[config.mk]
export PLATFORM = sky130hd
export DESIGN_NAME = lc_request_sequencer
export DESIGN_NICKNAME = d
export VERILOG_FILES = /design/src/rtl/lc_request_sequencer.sv
export SDC_FILE = /design/constraint.sdc
export NUM_CORES = 1
export LEC_CHECK = 0
export BUFFER_PORTS_ARGS = -buffer_cell sky130_fd_sc_hd__buf_2
export CAP_MARGIN = 20
export CORE_MARGIN = 2
export CORE_UTILIZATION = 30
export DETAILED_ROUTE_END_ITERATION = 8
export PLACE_DENSITY_LB_ADDON = 0.1
export SLEW_MARGIN = 5
export SYNTH_ARGS = -nofsm -noshare
export SYNTH_HDL_FRONTEND = slang
export SYNTH_SLANG_ARGS = --single-unit
export TNS_END_PERCENT = 30
[constraint.sdc]
create_clock -name clk -period 17.9 [get_ports clk]
set_clock_uncertainty 0.15 [all_clocks]
set_input_delay 2.685 -clock clk [delete_from_list [all_inputs] [get_ports clk]]
set_output_delay 2.685 -clock clk [all_outputs]
set_load 0.1 [all_outputs]
[src/rtl/lc_request_sequencer.sv]
// rtl/lc_request_sequencer.sv - host-loaded lifecycle ID sequencer driving the MCSE request/auth inputs
// Optional macro LC_ID_ZEROIZE_EN: wipe both ID registers and full flags on DONE and on abort.
module lc_request_sequencer #(
    parameter int WORD_W    = 32,
    parameter int ID_W      = 256,
    parameter int AUTH_GAP  = 4,
    parameter int AUTH_HOLD = 8
) (
    input  logic              clk,
    input  logic              rst,
    input  logic              wr_valid,
    output logic              wr_ready,
    input  logic              wr_sel,
    input  logic [WORD_W-1:0] wr_data,
    input  logic              start,
    input  logic              abort,
    output logic [ID_W-1:0]   lc_transition_id,
    output logic              lc_transition_request_in,
    output logic [ID_W-1:0]   lc_authentication_id,
    output logic              lc_authentication_valid,
    output logic              busy,
    output logic              done,
    output logic              err
);
    localparam int WORDS  = ID_W / WORD_W;
    localparam int CNT_W  = (WORDS > 1) ? $clog2(WORDS) : 1;
    localparam int PH_MAX = (AUTH_GAP > AUTH_HOLD) ? AUTH_GAP : AUTH_HOLD;
    localparam int PH_W   = (PH_MAX > 1) ? $clog2(PH_MAX) : 1;
    localparam logic [PH_W-1:0]  GAP_LD    = PH_W'((AUTH_GAP > 0) ? AUTH_GAP - 1 : 0);
    localparam logic [PH_W-1:0]  HOLD_LD   = PH_W'(AUTH_HOLD - 1);
    localparam logic [CNT_W-1:0] LAST_WORD = CNT_W'(WORDS - 1);

    typedef enum logic [2:0] {S_IDLE, S_REQ, S_WAIT, S_AUTH, S_DONE} state_t;

    state_t            state, state_nxt;
    logic [PH_W-1:0]   ph_cnt;
    logic [CNT_W-1:0]  wcnt [2];
    logic [ID_W-1:0]   id_reg [2];
    logic [1:0]        full;
    logic              wr_fire;
    logic              start_ok;
    logic              clear_load;

    assign wr_ready = (state == S_IDLE) && !full[wr_sel] && !abort;
    assign wr_fire  = wr_valid && wr_ready;
    assign start_ok = (state == S_IDLE) && start && (&full) && !abort;

    // Index 0 holds the transition ID, index 1 the authentication ID.
`ifdef LC_ID_ZEROIZE_EN
    assign clear_load = abort || (state == S_DONE);
`else
    assign clear_load = abort;
`endif

    always_comb begin
        state_nxt = state;
        case (state)
            S_IDLE:  if (start_ok) state_nxt = S_REQ;
            S_REQ:   state_nxt = (AUTH_GAP > 0) ? S_WAIT : S_AUTH;
            S_WAIT:  if (ph_cnt == '0) state_nxt = S_AUTH;
            S_AUTH:  if (ph_cnt == '0) state_nxt = S_DONE;
            S_DONE:  state_nxt = S_IDLE;
            default: state_nxt = S_IDLE;
        endcase
        if (abort) state_nxt = S_IDLE;
    end

    always_ff @(posedge clk) begin
        if (rst) begin
            state     <= S_IDLE;
            ph_cnt    <= '0;
            wcnt[0]   <= '0;
            wcnt[1]   <= '0;
            id_reg[0] <= '0;
            id_reg[1] <= '0;
            full      <= '0;
            done      <= 1'b0;
            err       <= 1'b0;
        end else begin
            state <= state_nxt;

            // Shared down-counter: gap length in WAIT, then hold length in AUTH.
            case (state)
                S_REQ:   ph_cnt <= (AUTH_GAP > 0) ? GAP_LD : HOLD_LD;
                S_WAIT:  ph_cnt <= (ph_cnt == '0) ? HOLD_LD : ph_cnt - PH_W'(1);
                S_AUTH:  ph_cnt <= ph_cnt - PH_W'(1);
                default: ph_cnt <= ph_cnt;
            endcase

            if (wr_fire) begin
                id_reg[wr_sel][wcnt[wr_sel]*WORD_W +: WORD_W] <= wr_data;
                if (wcnt[wr_sel] == LAST_WORD) begin
                    wcnt[wr_sel] <= '0;
                    full[wr_sel] <= 1'b1;
                end else begin
                    wcnt[wr_sel] <= wcnt[wr_sel] + CNT_W'(1);
                end
            end

            if (start_ok) begin
                done <= 1'b0;
                err  <= 1'b0;
            end else if ((state == S_IDLE) && start && !abort) begin
                err <= 1'b1;
            end
            if (abort && (state != S_IDLE)) err <= 1'b1;
            if ((state == S_AUTH) && (ph_cnt == '0) && !abort) done <= 1'b1;

            if (clear_load) begin
                wcnt[0] <= '0;
                wcnt[1] <= '0;
                full    <= '0;
`ifdef LC_ID_ZEROIZE_EN
                id_reg[0] <= '0;
                id_reg[1] <= '0;
`endif
            end
        end
    end

    assign lc_transition_request_in = (state == S_REQ);
    assign lc_authentication_valid  = (state == S_AUTH);
    assign lc_transition_id     = ((state == S_REQ) || (state == S_WAIT) || (state == S_AUTH))
                                  ? id_reg[0] : '0;
    assign lc_authentication_id = (state == S_AUTH) ? id_reg[1] : '0;
    assign busy                 = (state != S_IDLE);

endmodule

==> impl_summary.md <==
CTS
The H-tree generated during clock tree synthesis spans 2 levels. In this run, post-CTS repair resized a total of 0 instances. TritonCTS built the clock tree. The clock input transition at the sequential cells of the worst setup and hold paths is 60 ps. The number of buffers inserted during clock tree synthesis is 60. Post-CTS timing repair inserted 0 buffers for setup. The later pin in the worst-skew pair is clocked with a latency of 640 ps. The total of hold buffers inserted after clock tree synthesis is 0. The number of buffers on the longest clock path is 3. The clock tree root buffer cell is sky130_fd_sc_hd__clkbuf_16. The clock net in this run drives a total of 528 sinks.

Critical path
The critical path contains buffers and inverters numbering 2 combined. The kind of end point of the critical path is an output pin. The most numerous cell type found on the critical path is sky130_fd_sc_hd__buf_2. Traced cell by cell, the critical path runs through buf_2 > mux2i_2 > nand2_4 > nor2_1 > buf_2. On the critical path the largest part of the delay comes from buffers and inverters. The largest fanout on the critical path is 49.

The cell with the largest stage delay on the worst path is sky130_fd_sc_hd__mux2i_2. The startpoint-to-endpoint class of the critical path is input pin to output pin. The required time reported for the critical path endpoint is 15,070 ps. The critical path data arrival time is 4720 ps. On the worst path, the slowest cell contributes a delay of 550 ps. The nature of the critical path startpoint is an input pin.

Drt
The routed wire length is around 99 mm. The first routing iteration left 1,678 violations. The final antenna-violating net count is 0. The routed layout has between 15k and 20k vias. After detailed routing, the average wire length per cell comes to about 28 um. For this run, the detailed router's first-pass iteration total came to 5.

After detailed routing, the number of remaining DRC violations is 0. Dividing the detail-routed via count by the number of cells gives 5.176.

Logic synthesis
Counting flops with an async set or reset pin after synthesis yields a share of 0%. The adder-cell area share of the yosys netlist is less than 1%. The synthesized-area fraction occupied by ao, oa, aoi and oai cells is 1.047%. In this run the cell area of the synthesized design comes to roughly 24,000 um2. The mux cell area share after synthesis is 0.1895%.

Counting flops with a built-in enable in the synthesized netlist gives 518. After synthesis, the mean cell area works out to approximately 12 um2. The leading register cell type out of synthesis is sky130_fd_sc_hd__edfxtp_1. In this run, distinct cell masters in the synthesized netlist total 50. In this run, synthesis produced a sequential element count of 528. After Yosys synthesis, and, or, nand and nor cells account for 27.70% of the synthesized area.

The largest family of logic cells by synthesized area is simple AND/OR/NAND/NOR gates. The post-synthesis xor/xnor area fraction is 0%. Counting every instance in the synthesized netlist gives 1,952.

Of the synthesized area, sequential elements account for 66.27%. The number of nets in the synthesized netlist is 1,996. Yosys printed 0 warnings.

Timing
The fmax is 0.1323 GHz. The number of hold violations in the final report is 0. In the post-route analysis, the smallest setup slack over all paths is 10,340 ps. Setup repair after global routing left no endpoint under its margin.

The worst pin sits at a relative slew slack of 25.13%. The total of endpoints with negative setup slack in the final report is 0. Final hold analysis gives a worst-case slack of 331.3 ps.

For the finished layout, the period the worst path requires is 7558 ps. The final critical path takes up 42.22% of the cycle. For the pin with the worst max-slew slack, the measured transition is roughly 1100 ps. The number of max-slew violations in the final report is 0. In the final timing run, aggregate negative setup slack is 0 ps.

Global route
Entering global routing, the biggest net connects 144 pins. The first global-routing pass estimated 137.3 mm of wire. The number of antenna violations at the first check in global routing is 6. The via count of the first global-routing pass is about 18k.

The total overflow reported by the global router is 0. The global-route usage over all layers is 23.42%.

Cells and area
Of the cells placed in the final design, the portion with a size suffix greater than 1 is between 30% and 40%. Relative to the synthesized area, the layout overhead comes to 24.28%. The utilization after layout is approximately 38%. The number of flip-flops under the largest register name is 512.

The final layout contains 2,441 nets.

Status
The run finished with clean final reports.

Pwr
For this design the static power due to leakage is 12.55 nW. The ratio of total power to cell area is 93.09 nW/um2. The maximum ir drop on the vdd rail is 0.00007337 V. The completed layout was analyzed and its total power is 2.751 mW.

Flow run
The max-capacitance violation count is 0.

Die
In this run the count of I/O pins placed on the die edge is 556. The die extent in x is 285.5 um. The die height is 285.5 um. Once the floorplan was initialized, standard cells occupied 30.19% of the core. The area of the placeable core is 78,740 um2. The die footprint is 81,520 um2. The placement row count is 103.

Place
OpenSTA, run right after detailed placement, puts the worst setup slack at slightly above 10,000 ps. The wire-length estimate of the detail-placed layout is 64.05 mm. The count of buffers added on input and output ports is 555.

The global placement routability congestion is about 0.78.

Min path
The worst hold path belongs to the class register to register.
[worst reg2reg max path: stages (launching register included)]
cell and delay (ps):
sky130_fd_sc_hd__edfxtp_1 510, sky130_fd_sc_hd__mux2i_1 330, sky130_fd_sc_hd__ha_1 340, sky130_fd_sc_hd__nor4b_1 620
sky130_fd_sc_hd__nand4_4 740, sky130_fd_sc_hd__o21ai_2 850, sky130_fd_sc_hd__buf_4 400
[per-stage QoR]
step / instances / cell area, um2
2_1_floorplan: 1952 / 23770
5_1_grt: 3494 / 29540
6_report: 3495 / 29550
4_1_cts: 3483 / 29310
3_5_place_dp: 3375 / 27480
3_3_place_gp: 3374 / 27450
[Yosys cell counts (4+ instances only)]
cell                       instances  area [um2]
sky130_fd_sc_hd__ha_1              6       75.07
sky130_fd_sc_hd__buf_6             5       56.30
sky130_fd_sc_hd__buf_2            31       155.2
sky130_fd_sc_hd__and3_1          256        1602
sky130_fd_sc_hd__nor4_1          128       800.8
sky130_fd_sc_hd__edfxtp_1        518       15550
sky130_fd_sc_hd__nand4_1           4       25.02
sky130_fd_sc_hd__clkbuf_1        175       656.9
sky130_fd_sc_hd__and2_1          256        1602
sky130_fd_sc_hd__o21ai_0          13       65.06
sky130_fd_sc_hd__nor2b_1           6       37.54
sky130_fd_sc_hd__dfxtp_1          10       200.2
sky130_fd_sc_hd__nor2_1           12       45.04
sky130_fd_sc_hd__nand2_1          40       150.1
sky130_fd_sc_hd__o31ai_1           6       45.04
sky130_fd_sc_hd__inv_1            45       168.9
sky130_fd_sc_hd__nor3_1          351        1757
sky130_fd_sc_hd__buf_1             7       26.28
sky130_fd_sc_hd__nor3_2           40       400.4
[cells by family (layout without fill, tap and decap cells)]
logic type | Yosys count | after routing
AO/OA/AOI/OAI | 37 | 37
multiplexers | 4 | 4
AND/OR/NAND/NOR | 1114 | 1114
flip-flops | 528 | 528
adder cells (fa/ha/maj) | 6 | 6
buffers and inverters | 263 | 754
other | 0 | 2
[power by group]
group,internal [mW],switching [mW],total (mW)
logic,0.0211,0.147,0.168
clock network,0.655,0.520,1.17
registers,1.39,0.0129,1.41
[layer usage]
layer / global-route usage (%) / share of wire (%) / up-vias
met5: 0 / 0.047 / -
met4: 5.563 / 2.1 / 8
met3: 5.646 / 7.4 / 118
met2: 39.14 / 49 / 683
met1: 30.65 / 42 / 9139
li1: - / - / 8141
[final cells by class]
| cell class | instances | area (um2) |
|---|---|---|
| diodes | 2 | 5.005 |
| multi-input cells | 1161 | 7166 |
| well taps | 1050 | 1314 |
| clock buffers | 69 | 1535 |
| repair buffers | 601 | 3298 |
| clock inverters | 39 | 300.3 |
| inverters | 45 | 168.9 |
| flip-flops and latches | 528 | 15760 |
| fillers | 7831 | 49200 |
[path summary, 6_finish.rpt]
path	start	to	slack, ps	cells past startpoint
worst max-delay path	wr_sel	wr_ready	10340	5
worst min-delay path	done	done	330	2
worst max register to register	wcnt[0][0]	id_reg[0][110]	13590	6
worst min register to register	done	done	330	2
[cells in the final DEF (no fill, tap or decap), drive strengths merged, types with 5 or more instances in the layout]
cell type and count:
o21ai 13, dfxtp 10, clkinv 32, nor2b 6, and2 257, nand4 5, nor4 128, nand2 41
inv 46, nor2 12, and3 256, edfxtp 518, o31ai 6, ha 6, nor3 391, clkbuf 69
buf 601
(Power assumes the default switching activity.)
